[config.mk]
export PLATFORM = sky130hd
export DESIGN_NAME = vga_timing_gen
export DESIGN_NICKNAME = d
export VERILOG_FILES = /design/src/rtl/vga_timing_gen.sv
export SDC_FILE = /design/constraint.sdc
export NUM_CORES = 1
export LEC_CHECK = 0
export BUFFER_PORTS_ARGS = -buffer_cell sky130_fd_sc_hd__buf_2
export CAP_MARGIN = 30
export CORE_MARGIN = 4
export CORE_UTILIZATION = 46
export DETAILED_ROUTE_END_ITERATION = 8
export GPL_TIMING_DRIVEN = 0
export HOLD_SLACK_MARGIN = 0.05
export PLACE_DENSITY_LB_ADDON = 0.1
export SETUP_SLACK_MARGIN = 0.2
export SLEW_MARGIN = 40
export SYNTH_ARGS = -nofsm -noshare
export SYNTH_HDL_FRONTEND = slang
export SYNTH_SLANG_ARGS = --single-unit
[constraint.sdc]
create_clock -name clock -period 2.75 [get_ports clock]
set_input_delay 0.55 -clock clock [delete_from_list [all_inputs] [get_ports clock]]
set_output_delay 0.55 -clock clock [all_outputs]
set_load 0.005 [all_outputs]
[src/rtl/vga_timing_gen.sv]
// vga_timing_gen -- raster timing generator.
//
// Produces the pixel scan position, the visible flag and the hsync/vsync
// pulses for a VGA-style raster. One pixel advances on every clock that has
// pix_ce high. This lets one instance serve any pixel rate derived from the
// system clock.
//
// Ports:
//   clock        system/pixel clock
//   reset        synchronous, active-high reset
//   pix_ce       pixel clock-enable
//   display_col  presented column, 0..H_TOTAL-1 (not clamped in blanking)
//   display_row  presented row, 0..V_TOTAL-1 (not clamped in blanking)
//   visible      1 while the presented position is in the active area
//   hsync        HS_POL while the presented column is in the sync phase
//   vsync        VS_POL while the presented row is in the sync phase
//   line_start   one-clock pulse when display_col becomes 0
//   frame_start  one-clock pulse when (col,row) becomes (0,0)
//
// Optional build macro VGA_SYNC_DELAY_EN: when it is defined, visible, hsync
// and vsync pass through a SYNC_DELAY-deep shift register that advances on
// pix_ce. This covers the renderers' ROM-read plus colour-register latency.
// display_col, display_row, line_start and frame_start are never delayed.
module vga_timing_gen #(
  parameter int H_VISIBLE  = 1280,
  parameter int H_FRONT    = 48,
  parameter int H_SYNC     = 112,
  parameter int H_BACK     = 248,
  parameter int V_VISIBLE  = 1024,
  parameter int V_FRONT    = 1,
  parameter int V_SYNC     = 3,
  parameter int V_BACK     = 38,
  parameter bit HS_POL     = 1'b1,
  parameter bit VS_POL     = 1'b1,
  parameter int SYNC_DELAY = 2
) (
  input  logic        clock,
  input  logic        reset,
  input  logic        pix_ce,
  output logic [11:0] display_col,
  output logic [10:0] display_row,
  output logic        visible,
  output logic        hsync,
  output logic        vsync,
  output logic        line_start,
  output logic        frame_start
);

  localparam int H_TOTAL = H_VISIBLE + H_FRONT + H_SYNC + H_BACK;
  localparam int V_TOTAL = V_VISIBLE + V_FRONT + V_SYNC + V_BACK;

  // Last count of each phase; the FSM leaves the phase after that count.
  localparam logic [11:0] H_ACT_END  = 12'(H_VISIBLE - 1);
  localparam logic [11:0] H_FP_END   = 12'(H_VISIBLE + H_FRONT - 1);
  localparam logic [11:0] H_SYNC_END = 12'(H_VISIBLE + H_FRONT + H_SYNC - 1);
  localparam logic [11:0] H_LAST     = 12'(H_TOTAL - 1);
  localparam logic [10:0] V_ACT_END  = 11'(V_VISIBLE - 1);
  localparam logic [10:0] V_FP_END   = 11'(V_VISIBLE + V_FRONT - 1);
  localparam logic [10:0] V_SYNC_END = 11'(V_VISIBLE + V_FRONT + V_SYNC - 1);
  localparam logic [10:0] V_LAST     = 11'(V_TOTAL - 1);

  // Phase encoding. The horizontal and vertical FSMs share it.
  localparam logic [1:0] ST_ACT  = 2'd0;
  localparam logic [1:0] ST_FP   = 2'd1;
  localparam logic [1:0] ST_SYNC = 2'd2;
  localparam logic [1:0] ST_BP   = 2'd3;

  if (H_TOTAL > 4096 || V_TOTAL > 2048 ||
      H_FRONT == 0 || H_SYNC == 0 || H_BACK == 0 ||
      V_FRONT == 0 || V_SYNC == 0 || V_BACK == 0 ||
      SYNC_DELAY < 0) begin : g_bad_cfg
    $error("vga_timing_gen: illegal timing parameters");
  end

  // The counters hold the position that the next pix_ce cycle presents.
  logic [11:0] h_cnt, h_cnt_nxt;
  logic [10:0] v_cnt, v_cnt_nxt;
  logic [1:0]  h_state, h_state_nxt;
  logic [1:0]  v_state, v_state_nxt;
  logic        h_wrap;
  logic        vis_p0, hs_p0, vs_p0;

  always_comb begin
    h_wrap      = (h_cnt == H_LAST);
    h_cnt_nxt   = h_wrap ? 12'd0 : h_cnt + 12'd1;
    h_state_nxt = h_state;
    case (h_state)
      ST_ACT:  if (h_cnt == H_ACT_END)  h_state_nxt = ST_FP;
      ST_FP:   if (h_cnt == H_FP_END)   h_state_nxt = ST_SYNC;
      ST_SYNC: if (h_cnt == H_SYNC_END) h_state_nxt = ST_BP;
      ST_BP:   if (h_wrap)              h_state_nxt = ST_ACT;
      default:                          h_state_nxt = ST_ACT;
    endcase

    // The vertical FSM steps only on the cycle where the line wraps.
    v_cnt_nxt   = v_cnt;
    v_state_nxt = v_state;
    if (h_wrap) begin
      v_cnt_nxt = (v_cnt == V_LAST) ? 11'd0 : v_cnt + 11'd1;
      case (v_state)
        ST_ACT:  if (v_cnt == V_ACT_END)  v_state_nxt = ST_FP;
        ST_FP:   if (v_cnt == V_FP_END)   v_state_nxt = ST_SYNC;
        ST_SYNC: if (v_cnt == V_SYNC_END) v_state_nxt = ST_BP;
        ST_BP:   if (v_cnt == V_LAST)     v_state_nxt = ST_ACT;
        default:                          v_state_nxt = ST_ACT;
      endcase
    end
  end

  // Stage p0: present the current position and its decoded flags, then advance.
  always_ff @(posedge clock) begin
    if (reset) begin
      h_cnt       <= 12'd0;
      v_cnt       <= 11'd0;
      h_state     <= ST_ACT;
      v_state     <= ST_ACT;
      display_col <= 12'd0;
      display_row <= 11'd0;
      vis_p0      <= 1'b0;
      hs_p0       <= ~HS_POL;
      vs_p0       <= ~VS_POL;
      line_start  <= 1'b0;
      frame_start <= 1'b0;
    end else begin
      line_start  <= 1'b0;
      frame_start <= 1'b0;
      if (pix_ce) begin
        display_col <= h_cnt;
        display_row <= v_cnt;
        vis_p0      <= (h_state == ST_ACT) && (v_state == ST_ACT);
        hs_p0       <= (h_state == ST_SYNC) ? HS_POL : ~HS_POL;
        vs_p0       <= (v_state == ST_SYNC) ? VS_POL : ~VS_POL;
        line_start  <= (h_cnt == 12'd0);
        frame_start <= (h_cnt == 12'd0) && (v_cnt == 11'd0);
        h_cnt       <= h_cnt_nxt;
        v_cnt       <= v_cnt_nxt;
        h_state     <= h_state_nxt;
        v_state     <= v_state_nxt;
      end
    end
  end

`ifdef VGA_SYNC_DELAY_EN
  if (SYNC_DELAY < 1) begin : g_bad_delay
    $error("vga_timing_gen: SYNC_DELAY must be at least 1");
  end

  logic [SYNC_DELAY-1:0] vis_p1, hs_p1, vs_p1;

  // Stage p1: the delay line. It shifts only on pix_ce, so the delay is
  // counted in pixels rather than in clocks.
  always_ff @(posedge clock) begin
    if (reset) begin
      vis_p1 <= '0;
      hs_p1  <= {SYNC_DELAY{~HS_POL}};
      vs_p1  <= {SYNC_DELAY{~VS_POL}};
    end else if (pix_ce) begin
      vis_p1[0] <= vis_p0;
      hs_p1[0]  <= hs_p0;
      vs_p1[0]  <= vs_p0;
      for (int i = 1; i < SYNC_DELAY; i++) begin
        vis_p1[i] <= vis_p1[i-1];
        hs_p1[i]  <= hs_p1[i-1];
        vs_p1[i]  <= vs_p1[i-1];
      end
    end
  end

  assign visible = vis_p1[SYNC_DELAY-1];
  assign hsync   = hs_p1[SYNC_DELAY-1];
  assign vsync   = vs_p1[SYNC_DELAY-1];
`else
  assign visible = vis_p0;
  assign hsync   = hs_p0;
  assign vsync   = vs_p0;
`endif

endmodule

=== After elaboration in Yosys (flattened, before gate mapping) ===
Index checks and enable logic that the tools add are counted.

* Bits in registers: 55
* Input bits: 3
* Output and inout port bits: 28
* Word-level logic and storage cells: 60

* Add/subtract/negate cells: 2
* Equality and inequality tests: 22
* Mux-type cells: 14
* Bitwise logic cells: 1
* Reductions and logical operators: 10

{| class="wikitable"
|+ Operator list
! operator !! count
|-
| equality test 12 x 11 -> 1 bit (second input constant) || 4
|-
| equality test 11 bit (second input constant) || 3
|-
| 2-to-1 mux 2 bit || 8
|-
| inequality test 2 bit (second input constant) || 8
|-
| one-hot mux 2 bit (4 select lines) || 2
|-
| adder 12 x 1 -> 12 bit (second input constant) || 1
|-
| zero test 12 bit || 1
|-
| 2-to-1 mux 12 bit || 1
|-
| adder 11 x 1 -> 11 bit (second input constant) || 1
|-
| equality test 11 x 10 -> 1 bit (second input constant) || 1
|-
| zero test 11 bit || 1
|-
| 2-to-1 mux 11 bit || 1
|-
| equality test 2 bit (second input constant) || 4
|-
| AND reduction 6 bit || 1
|-
| AND reduction 5 bit || 1
|-
| equality test 2 x 1 -> 1 bit (second input constant) || 2
|-
| zero test 2 bit || 2
|-
| logical AND 1 bit || 2
|-
| 2-to-1 mux 1 bit || 2
|-
| AND reduction 2 bit || 1
|-
| OR reduction 2 bit || 1
|-
| inverter 1 bit || 1
|}

=== Depth between registers and ports, before layout ===
* Depth in word-level cells: 3
* Gate-level depth with buffers: 8
* Gate-level depth less buffers: 7

=== Least setup slack after synthesis ===
Ideal clock, no wire load.

* Kind: register -> register
* From: register h_cnt[1]
* To: register h_state[0]
* Setup time: 70 ps
* Data arrival time: 1729 ps
* Required time: 2680 ps
* Path slack: 951 ps
* Cell stages (with the launch flop): 7
* Path buffers: 0
* Clock period less this slack: 1799 ps
* Cells stage by stage: dfxtp_1 -> ha_1 -> and3_1 -> nand3_4 -> a211o_1 -> or3_1 -> a21oi_1

* Word-level cells in the longest chain between the ends: 3
* Elaborated cells between the ends (all ways): 9
* Classes of those cells: eq/ne (8); reduce/logical (1)

{| class="wikitable"
|+ RTL lines
! item !! line !! source
|-
| start: declaration || 76 || <nowiki>logic [11:0] h_cnt, h_cnt_nxt;</nowiki>
|-
| start signal: assignment || 135 || <nowiki>h_cnt <= h_cnt_nxt;</nowiki>
|-
| equality test 12 x 11 -> 1 bit, on equally long branches || n/a ||
|-
| inequality test 2 bit (no source line) || n/a ||
|-
| AND reduction 5 bit (no source line) (*) || n/a ||
|-
| end signal: assignment || 137 || <nowiki>h_state <= h_state_nxt;</nowiki>
|-
| end: declaration || 78 || <nowiki>logic [1:0] h_state, h_state_nxt;</nowiki>
|}

Mark *: on every way between the ends. The rest lies on a longest branch, timed or not.
A chain may end at the register's enable or synchronous reset.

=== Worst setup path in the final report ===
* From: register h_cnt[1]
* To: register v_cnt[4]

* Word-level cells in the longest chain between the ends: 2

{| class="wikitable"
|+ RTL lines
! item !! line !! source
|-
| equality test 12 x 11 -> 1 bit || 84 || <nowiki>h_wrap = (h_cnt == H_LAST);</nowiki>
|-
| AND reduction 2 bit (no source line) || n/a ||
|-
| end signal: assignment || 136 || <nowiki>v_cnt <= v_cnt_nxt;</nowiki>
|-
| end: declaration || 77 || <nowiki>logic [10:0] v_cnt, v_cnt_nxt;</nowiki>
|}

No other way between the ends.

==> flow_summary.yaml <==
layout:
  flow.area_growth_from_synthesis_pct: 12.14
  final_layout_size_suffix_gt1_frac: 0.1513
  layout_common_cells: "sky130_fd_sc_hd__dfxtp_1 (55), sky130_fd_sc_hd__nor2_1 (48), sky130_fd_sc_hd__buf_2 (35), sky130_fd_sc_hd__mux2i_1 (28), sky130_fd_sc_hd__a21oi_1 (16)"
  final_common_cell: "sky130_fd_sc_hd__dfxtp_1"
  multi_input_area_um2: 1418
  fillers: 538
  antennaDiodeCount: 0
  fin_cells: 409
  postLayoutCoreUtil: 0.5351
  layout.cell_area.non_filler_um2: 2983
  finalNetCount: 354
  final-seq-area_um2: 1101
power_and_ir_drop:
  share_clk_of_total_power: 0.343
  power_switching_mw: 0.3278
  seq_power_share: 0.604
  p_per_area_nw_per_um2: 449.8
  power_report.internal_total_mw: 1.014
  swShare: 0.2443
  peakVddDrop_mv: 0.2509
  report.power.total_mw: 1.342
  power.leakage_nw: 1.253
  comb_power_share: 0.053
clock_network:
  path_clk_slew_ps: 100
  cts_sinks: 55
  cts_max_path_buffers: 2
  cts_resized: 0
  cts_setup_buffers: 0
  cts-htree-levels: 2
  holdBufCountCts: 0
  cts.root.buffer_cell: "sky130_fd_sc_hd__clkbuf_8"
  clk_lat_worst_skew_ps: 310
  tritoncts: "done"
  cts_made_buffers: 5
timing:
  fmaxAchievable_mhz: 456.0
  tightest_slew_ps: 716.3
  timing_max_transition_violations_final: 0
  fin_tns_setup_ps: 0
  timing.final.crit_share: 0.7975
  rsz_0062_raised_after_global_routing: "false"
  worst_slew_margin_rel: 0.5225
  holdWs_ps: 466.3
  layout_min_cycle_time_ps: 2193
  fin_skew_ps: 4.521
  final-setup-viol-count: 0
  timing.final.ws_setup_ps: 556.9
  timing_hold_violations_final: 0
route:
  ant_nets: 0
  vias: 2121
  avgRoutedWirePerCell_um: 13.67
  route.detailed.vias_per_inst: 5.186
  drtPass1Iterations: 4
  first_iter_violations: 100
  drc_errors: 0
  wl_um: 5592
setup_path:
  critical_path.max_fanout: 10
  criticalPathCategory: "flop to flop"
  worstPathRequired_ps: 2980
  startpoint_type: "flop"
  critical_path.endpoint_type: "flop"
  cp_data_arrival_time_ps: 2420
placement:
  place_worst_setup_slack_ps: 609.2
  buffer_ports.inserted: 28
  placement.cell_area_um2: 2890
  routability_driven_placement_congestion_ratio: 0.7838
  placed_cells: 401
  dpl.hpwl_um: 4024
global_route:
  grt_first_pass_wirelength_um: 9480
  gr-total-overflow: 0
  antenna_found_initial: 0
  gr-usage-all-layers: 0.1621
  number_of_global_route_vias_before_repair: 1866
  grt_max_degree: 19
floorplan:
  pin_count: 31
  die_footprint_um2: 7064
  floorplan.die.height_um: 84.05
  area_inside_the_core_boundary_um2: 5574
  die_w_um: 84.05
  start_util: 0.4772
  std_cell_rows: 27
synthesis:
  cell_count_after_synthesis: 301
  postSynth.asyncResetShare: 0
  yosysUniqueCellTypes: 45
  synth_area_per_cell_um2: 8.837
  yosys_register_bits: 55
  synth-warning-count: 0
  sequential_area_share_after_synthesis: 0.4139
  synth_fp_nets: 319
  edff_count_synth: 0
  ys_dominant_reg_cell: "sky130_fd_sc_hd__dfxtp_1"
  syn_area_um2: 2660
job:
  cap_violations: 0
run_status:
  status: "finished, final reports clean"
worst_hold_path:
  min_path_type: "flop to flop"
==> kinds of logic (layout without fill, tap and decap cells) <==
family,after synthesis,after routing,share of synthesized area
simple gates,122,122,0.2418
mux,28,28,0.1054
buf+inv,33,69,0.05315
xor+xnor,9,9,0.02963
fa+ha+maj,15,15,0.07056
compound gates,39,39,0.08561
flops,55,55,0.4139
==> cell type report <==
type	count	share of cell area
plain buffers	19	0.02978
multi-input cells	213	0.4753
repair buffers	28	0.04698
clock buffers	5	0.02307
flip-flops and latches	55	0.3691
inverters	14	0.01762
clock inverters	3	0.007970
well taps	72	0.03020
==> routing by layer <==
layer  vias up  share of wire  global-route usage
met2        33           0.42              0.2274
li1       1103              -                   -
met1       978           0.52              0.2498
met5         -              0                   0
met4         0          0.011             0.04532
met3         7          0.043             0.02863
==> cell usage after synthesis, types with 2 or more instances <==
cell type                  number  share of area
sky130_fd_sc_hd__nand4_1        8          0.019
sky130_fd_sc_hd__o21ai_0       12          0.023
sky130_fd_sc_hd__mux2i_1       28           0.11
sky130_fd_sc_hd__clkbuf_1       8          0.011
sky130_fd_sc_hd__dfxtp_1       55           0.41
sky130_fd_sc_hd__ha_1          15          0.071
sky130_fd_sc_hd__and3_1         4         0.0094
sky130_fd_sc_hd__nand3b_1       2         0.0056
sky130_fd_sc_hd__inv_1         14          0.020
sky130_fd_sc_hd__nand2_1       14          0.020
sky130_fd_sc_hd__or3_1          8          0.019
sky130_fd_sc_hd__xnor2_1        5          0.016
sky130_fd_sc_hd__o21bai_1       2         0.0056
sky130_fd_sc_hd__nor2_1        48          0.068
sky130_fd_sc_hd__nor3_1         4         0.0075
sky130_fd_sc_hd__buf_1          2         0.0028
sky130_fd_sc_hd__and4_1         2         0.0066
sky130_fd_sc_hd__nor4_1         4         0.0094
sky130_fd_sc_hd__nor4b_1        2         0.0066
sky130_fd_sc_hd__a21oi_1       16          0.030
sky130_fd_sc_hd__xor2_1         4          0.013
sky130_fd_sc_hd__buf_2          7          0.013
sky130_fd_sc_hd__nand2b_1       4         0.0094
sky130_fd_sc_hd__nand3_1       12          0.023
==> worst max-delay path, stage by stage, from the launching register on <==
cell and delay, ps:
sky130_fd_sc_hd__dfxtp_1 470, sky130_fd_sc_hd__ha_1 260, sky130_fd_sc_hd__and3_1 310, sky130_fd_sc_hd__nand4_1 150, sky130_fd_sc_hd__buf_2 220, sky130_fd_sc_hd__nor2_1 330, sky130_fd_sc_hd__a21oi_1 140, sky130_fd_sc_hd__a211oi_1 240
==> worst paths after layout <==
check	from	endpoint	slack, ps	depth (start not counted)
worst max-delay path	h_cnt[1]	v_cnt[4]	560	7
worst min-delay path	visible	visible	470	2
worst max register to register	h_cnt[1]	v_cnt[4]	560	7
worst min register to register	visible	visible	470	2
==> power groups by stage <==
stage / clock, mW / sequential (mW) / combinational (mW)
final: 0.460 / 0.811 / 0.0710
after global routing: 0.512 / 0.812 / 0.0794
after CTS: 0.479 / 0.811 / 0.0727
after detailed placement: 0 / 0.829 / 0.0722
after global placement: 0 / 0.829 / 0.0714
after floorplan: 0 / 0.828 / 0.0508
==> flip-flops by register name (all words and copies together), names as in the netlist <==
name	count
vsync	1
line_start	1
v_cnt	11
visible	1
v_state	2
frame_start	1
h_state	2
h_cnt	12
hsync	1
display_col	12
display_row	11
(Power assumes the default switching activity.)
